`src/rtl/mem_bus_if_if.sv`:
```
// Bundle of control-side request signals and external memory bus signals.
// Latency: none, wiring only.
// Backpressure: the slave drives oRdy to hold control and waits on iBusAck from the bus.
interface mem_bus_if_if;
  logic        iRead;
  logic        iWrite;
  logic [31:0] iAddr;
  logic [31:0] iWData;
  logic [31:0] oRData;
  logic        oRdy;
  logic [31:0] oBusAddr;
  logic [31:0] oBusWData;
  logic        oBusRd;
  logic        oBusWr;
  logic [31:0] iBusData;
  logic        iBusAck;
  logic        oFault;

  // Interface block view: requests and bus responses in, data/strobes/status out.
  modport slave (
    input  iRead, iWrite, iAddr, iWData, iBusData, iBusAck,
    output oRData, oRdy, oBusAddr, oBusWData, oBusRd, oBusWr, oFault
  );

  // Environment view: control unit plus memory bus.
  modport master (
    output iRead, iWrite, iAddr, iWData, iBusData, iBusAck,
    input  oRData, oRdy, oBusAddr, oBusWData, oBusRd, oBusWr, oFault
  );
endinterface

```
`src/rtl/mem_bus_if.sv`:
```
// Memory bus interface: one acknowledged bus transaction per control read/write request.
// Latency: request to ready is 2 cycles minimum (IDLE -> ACCESS -> DONE), plus wait states.
// Backpressure: oRdy low holds the control step counter until the bus acknowledges.
// Optional MEMIF_TIMEOUT_EN: aborts ACCESS after TIMEOUT cycles, flags oFault, reads return all-ones.
module mem_bus_if #(
  parameter int MIN_WAIT = 0,
  parameter int TIMEOUT  = 255
) (
  input logic        iClk,
  input logic        nRst,
  mem_bus_if_if.slave bus
);

  typedef enum logic [1:0] {
    IDLE   = 2'd0,
    ACCESS = 2'd1,
    DONE   = 2'd2
  } state_t;

  state_t      state;
  state_t      state_nxt;

  logic        req;
  logic        is_wr;
  logic [31:0] addr_q;
  logic [31:0] wdata_q;
  logic [31:0] rdata_q;
  logic [3:0]  wait_cnt;
  logic        fault_q;

  logic        wait_ok;
  logic        ack_ok;
  logic        tmo_hit;
  logic        rdy;
  logic        bus_rd;
  logic        bus_wr;

  // Reject out-of-range configurations at elaboration.
  if (MIN_WAIT < 0 || MIN_WAIT > 15) begin : g_min_wait_range
    $error("mem_bus_if: MIN_WAIT out of range");
  end
  if (TIMEOUT < 1 || TIMEOUT > 255) begin : g_timeout_range
    $error("mem_bus_if: TIMEOUT out of range");
  end

  assign req = bus.iRead | bus.iWrite;

  // With no minimum wait every ack in ACCESS is honoured; otherwise gate on the wait counter.
  if (MIN_WAIT == 0) begin : g_no_wait
    assign wait_ok = 1'b1;
  end else begin : g_wait
    assign wait_ok = (wait_cnt >= 4'(MIN_WAIT));
  end

  assign ack_ok = (state == ACCESS) && bus.iBusAck && wait_ok;

`ifdef MEMIF_TIMEOUT_EN
  logic [7:0] tmo_cnt;

  // Count ACCESS cycles; the final allowed cycle without an honoured ack forces DONE.
  always_ff @(posedge iClk or negedge nRst) begin
    if (!nRst) begin
      tmo_cnt <= 8'd0;
    end else if (state == ACCESS) begin
      tmo_cnt <= tmo_cnt + 8'd1;
    end else begin
      tmo_cnt <= 8'd0;
    end
  end

  assign tmo_hit = (state == ACCESS) && !ack_ok && (tmo_cnt == 8'(TIMEOUT - 1));
`else
  assign tmo_hit = 1'b0;
`endif

  // State register; async reset returns to IDLE so strobes drop immediately.
  always_ff @(posedge iClk or negedge nRst) begin
    if (!nRst) begin
      state <= IDLE;
    end else begin
      state <= state_nxt;
    end
  end

  // Next state and per-state outputs; requests are only sampled in IDLE.
  always_comb begin
    state_nxt = state;
    rdy       = 1'b0;
    bus_rd    = 1'b0;
    bus_wr    = 1'b0;
    case (state)
      IDLE: begin
        rdy = !req;
        if (req) begin
          state_nxt = ACCESS;
        end
      end
      ACCESS: begin
        bus_rd = !is_wr;
        bus_wr = is_wr;
        if (ack_ok || tmo_hit) begin
          state_nxt = DONE;
        end
      end
      DONE: begin
        rdy       = 1'b1;
        state_nxt = IDLE;
      end
      default: begin
        state_nxt = IDLE;
      end
    endcase
  end

  // Request latching, wait counting, read-data capture and sticky fault.
  always_ff @(posedge iClk or negedge nRst) begin
    if (!nRst) begin
      is_wr    <= 1'b0;
      addr_q   <= 32'd0;
      wdata_q  <= 32'd0;
      rdata_q  <= 32'd0;
      wait_cnt <= 4'd0;
      fault_q  <= 1'b0;
    end else begin
      case (state)
        IDLE: begin
          if (req) begin
            addr_q   <= bus.iAddr;
            wdata_q  <= bus.iWData;
            is_wr    <= bus.iWrite;
            wait_cnt <= 4'd0;
            if (bus.iRead && bus.iWrite) begin
              fault_q <= 1'b1;
            end
          end
        end
        ACCESS: begin
          if (wait_cnt != 4'hF) begin
            wait_cnt <= wait_cnt + 4'd1;
          end
          if (ack_ok) begin
            if (!is_wr) begin
              rdata_q <= bus.iBusData;
            end
          end else if (tmo_hit) begin
            fault_q <= 1'b1;
            if (!is_wr) begin
              rdata_q <= 32'hFFFF_FFFF;
            end
          end
        end
        default: begin
        end
      endcase
    end
  end

  assign bus.oRdy      = rdy;
  assign bus.oBusRd    = bus_rd;
  assign bus.oBusWr    = bus_wr;
  assign bus.oBusAddr  = addr_q;
  assign bus.oBusWData = wdata_q;
  assign bus.oRData    = rdata_q;
  assign bus.oFault    = fault_q;

endmodule

```
`src/flat_wrapper.sv`:
```
// flat-port wrapper written by rule: the top's interface ports become plain ports
module mem_bus_if_flat 
#(
  parameter int MIN_WAIT = 0,
  parameter int TIMEOUT  = 255
)
  (iClk, nRst, bus_iRead, bus_iWrite, bus_iAddr, bus_iWData, bus_iBusData, bus_iBusAck, bus_oRData, bus_oRdy, bus_oBusAddr, bus_oBusWData, bus_oBusRd, bus_oBusWr, bus_oFault);
  mem_bus_if_if bus_i ();
  input logic iClk;
  input logic nRst;
  input wire logic [$bits(bus_i.iRead)-1:0] bus_iRead;
  input wire logic [$bits(bus_i.iWrite)-1:0] bus_iWrite;
  input wire logic [$bits(bus_i.iAddr)-1:0] bus_iAddr;
  input wire logic [$bits(bus_i.iWData)-1:0] bus_iWData;
  input wire logic [$bits(bus_i.iBusData)-1:0] bus_iBusData;
  input wire logic [$bits(bus_i.iBusAck)-1:0] bus_iBusAck;
  output wire logic [$bits(bus_i.oRData)-1:0] bus_oRData;
  output wire logic [$bits(bus_i.oRdy)-1:0] bus_oRdy;
  output wire logic [$bits(bus_i.oBusAddr)-1:0] bus_oBusAddr;
  output wire logic [$bits(bus_i.oBusWData)-1:0] bus_oBusWData;
  output wire logic [$bits(bus_i.oBusRd)-1:0] bus_oBusRd;
  output wire logic [$bits(bus_i.oBusWr)-1:0] bus_oBusWr;
  output wire logic [$bits(bus_i.oFault)-1:0] bus_oFault;
  assign bus_i.iRead = bus_iRead;
  assign bus_i.iWrite = bus_iWrite;
  assign bus_i.iAddr = bus_iAddr;
  assign bus_i.iWData = bus_iWData;
  assign bus_i.iBusData = bus_iBusData;
  assign bus_i.iBusAck = bus_iBusAck;
  assign bus_oRData = bus_i.oRData;
  assign bus_oRdy = bus_i.oRdy;
  assign bus_oBusAddr = bus_i.oBusAddr;
  assign bus_oBusWData = bus_i.oBusWData;
  assign bus_oBusRd = bus_i.oBusRd;
  assign bus_oBusWr = bus_i.oBusWr;
  assign bus_oFault = bus_i.oFault;
  mem_bus_if #(.MIN_WAIT(MIN_WAIT), .TIMEOUT(TIMEOUT)) u_core (.iClk(iClk), .nRst(nRst), .bus(bus_i));
endmodule
```
`config.mk`:
```
export PLATFORM = sky130hd
export DESIGN_NAME = mem_bus_if_flat
export DESIGN_NICKNAME = d
export VERILOG_FILES = /design/src/rtl/mem_bus_if_if.sv /design/src/rtl/mem_bus_if.sv /design/src/flat_wrapper.sv
export SDC_FILE = /design/constraint.sdc
export NUM_CORES = 1
export LEC_CHECK = 0
export ABC_AREA = 1
export BUFFER_PORTS_ARGS = -buffer_cell sky130_fd_sc_hd__buf_2
export CORE_MARGIN = 8
export CORE_UTILIZATION = 40
export CTS_BUF_LIST = sky130_fd_sc_hd__clkbuf_4
export DETAILED_ROUTE_END_ITERATION = 12
export GPL_ROUTABILITY_DRIVEN = 0
export PLACE_DENSITY = 0.71
export SETUP_SLACK_MARGIN = 0.15
export SYNTH_ARGS = -nofsm -noshare
export SYNTH_HDL_FRONTEND = slang
export SYNTH_SLANG_ARGS = --single-unit
```
`constraint.sdc`:
```
create_clock -name iClk -period 2.91 [get_ports iClk]
set_clock_uncertainty 0.1 [all_clocks]
set_input_delay 0.582 -clock iClk [delete_from_list [all_inputs] [get_ports iClk]]
set_output_delay 0.582 -clock iClk [all_outputs]
set_load 0.02 [all_outputs]
```
==> flow_summary.json <==
{
  "die_y_um": 117,
  "synth_edf_count": 0,
  "tritoncts": "yes",
  "ant_nets": 0,
  "total_power_mw": 6.27,
  "worst_r2r_endpoint": "u_core.bus.oFault",
  "cp_top_family": "buffers and inverters",
  "start_util": 0.412,
  "drv_slew": 0,
  "powerDensity_nw_per_um2": 1180,
  "outcome": "complete, no violations",
  "vias": 3700,
  "grt_max_degree": 66,
  "synth_top_area_share": 0.618,
  "synthFlopType": "dfrtp_1",
  "yosysUniqueCellTypes": 16,
  "final_nets": 731,
  "pin_count": 201,
  "clk_pin_slew_ps": 160,
  "r2r_cells": 4,
  "drc": 0,
  "clock-root-buffer": "clkbuf_4",
  "period_needed_ps": 2170,
  "portBuffers": 200,
  "clock_latency_ps": 410,
  "grt-ovfl-total": 0,
  "p_leak_nw": 3.10,
  "finalHoldViolations": 0,
  "numCtsBuffers": 9,
  "crit_required_ps": 2230,
  "fin_crit_sh": 0.744,
  "core_um2": 9820,
  "ys_ff_latch": 100,
  "timing_worst_slew_pin_value_ps": 672,
  "r2r_setup_slack_ps": 1160,
  "cp_num_buf_inv": 3,
  "holdPathEnd": "u_core.bus.oBusAddr[4]",
  "drive_gt1_frac": 0.363,
  "std_cell_rows": 36,
  "grt_pass1_vias": 3774,
  "dp_hpwl_um": 8600,
  "fin_hold_ws_ps": 270,
  "cp-end-kind": "primary output",
  "critPathLaunchType": "flop",
  "die-area_um2": 13600,
  "r2r-start": "u_core.state[1]",
  "cp-startpoint": "u_core.is_wr",
  "yosys-top-cells-count": "197 x nand2_1, 100 x dfrtp_1, 64 x nand3_1, 33 x nand4_1, 17 x buf_2",
  "yosysSeqAreaShare": 0.618,
  "avgViaCountPerCell": 4.82,
  "rsz0062_at_grt": "false",
  "hold-path-cell-count": 3,
  "clock.fmax_mhz": 462,
  "synth_nets": 544,
  "synth_warnings": 0,
  "cpPeakStageDelay_ps": 430,
  "avgSynthCellArea_um2": 9.13,
  "wl_per_cell_um": 15.4,
  "crit_arrival_ps": 1480,
  "yosysMostFrequentCell": "nand2_1",
  "min_from": "bus_iAddr[4]",
  "fin_tns_setup_ps": 0,
  "h-tree-depth": 3,
  "yosys-top-cells-area": "dfrtp_1 62%, nand2_1 18%, nand3_1 7.9%",
  "routed_wl_um": 11800,
  "worstPathCellList": "inv_2, buf_4, nor2_1, buf_2",
  "antenna_found_initial": 1,
  "hold_class": "in -> reg",
  "finalSetupViolCount": 0,
  "synth.largest_area_cell": "dfrtp_1",
  "grt_pass1_wl_um": 18600,
  "drt-initial-drc-count": 261,
  "die_w_um": 117,
  "maxCapViolCount": 0,
  "synthCells": 443,
  "clock_path_buffers": 2,
  "cts_sinks": 100,
  "synthArstFlopShare": 1.00,
  "critical-path-slowest-cell": "dfrtp_1",
  "worstSetupPathType": "reg -> out",
  "areaGrowthSynthToFinish_pct": 31.1,
  "maxSlewHeadroom": 0.552,
  "crit_path_max_fanout": 34,
  "first_pass_iters": 4,
  "ir_drop_mv": 0.465,
  "grt_use_total": 0.173,
  "synth.cell_area_um2": 4050
}
## cells by family after synthesis
| family | after synthesis | synth area share |
|---|---|---|
| flip-flops | 100 | 0.618 |
| buffers and inverters | 41 | 0.0572 |
| AO/OA/AOI/OAI | 3 | 0.00433 |
| AND/OR/NAND/NOR | 299 | 0.320 |
## worst reg2reg max path, delay by kind of cell (launching register included)
kind                   cells  cell delay, ps
AO/OA/AOI/OAI              1             190
buffers and inverters      1             550
flip-flops                 1             470
AND/OR/NAND/NOR            2             400
## flip-flops by register name, indices dropped and copies added (netlist names)
signal and cells:
u_core.bus.oBusWData 32, u_core.is_wr 1, u_core.bus.oBusAddr 32, u_core.bus.oFault 1
u_core.state 2, u_core.bus.oRData 32
## area by class of cell
class                      instances  area [um2]
multi-input combinational        302        1320
sequential                       100        2500
clock inverter                     6         113
fill                             956        4510
clock buffer                       9        67.6
inverter                           7        26.3
antenna                            1        2.50
tap                              133         166
timing repair buffer             210        1110
## cell usage in the layout (no fill, tap or decap), types with 2 or more instances in the layout
| master | count |
|---|---|
| buf_2 | 199 |
| clkbuf_4 | 9 |
| nand2_2 | 2 |
| inv_2 | 2 |
| nand2_1 | 195 |
| nand4_1 | 33 |
| nand3_1 | 64 |
| dfrtp_1 | 100 |
| buf_12 | 2 |
| buf_4 | 8 |
| nor2_1 | 3 |
| bufinv_16 | 3 |
| inv_1 | 5 |
| nor2_4 | 2 |
## metal layers
layer	track usage	share of wire	routed length, um	vias to the layer above
li1	-	-	-	1814
met1	0.201	0.40	4700	1724
met2	0.301	0.51	6010	141
met3	0.0357	0.073	866	21
met4	0.0819	0.023	270	0
met5	0	0	0	-
## through the flow
step	std cells	instance area, um2	worst slack, ps	util
finish	768	5310	745	0.540
global route	768	5310	626	0.540
CTS	767	5300	693	0.540
detailed placement	751	5110	1020	0.521
global placement	751	5110	1030	0.521
floorplan	443	4050	968	-
## repair_timing
action,CTS,global route
hold endpoints to repair,28,0
resized for setup,0,0
hold buffers,1,0
endpoints found under the setup margin,0,0
setup buffers,0,0
## worst max path at each step
stage | end | slack (ps) | depth (start not counted)
floorplan | bus_oRdy | 970 | 4
global placement | bus_oRdy | 1030 | 5
detailed placement | bus_oRdy | 1020 | 5
CTS | bus_oBusWr | 690 | 4
global route | bus_oBusWr | 630 | 4
finish | bus_oBusWr | 740 | 4
## power by group
group	total, mW	leakage [nW]	switching [mW]	internal [mW]
logic	2.99	1.77	2.07	0.920
clock network	0.884	0.0964	0.450	0.434
registers	2.40	1.23	0.358	2.04
No activity file was read; power rests on OpenSTA's default activity.
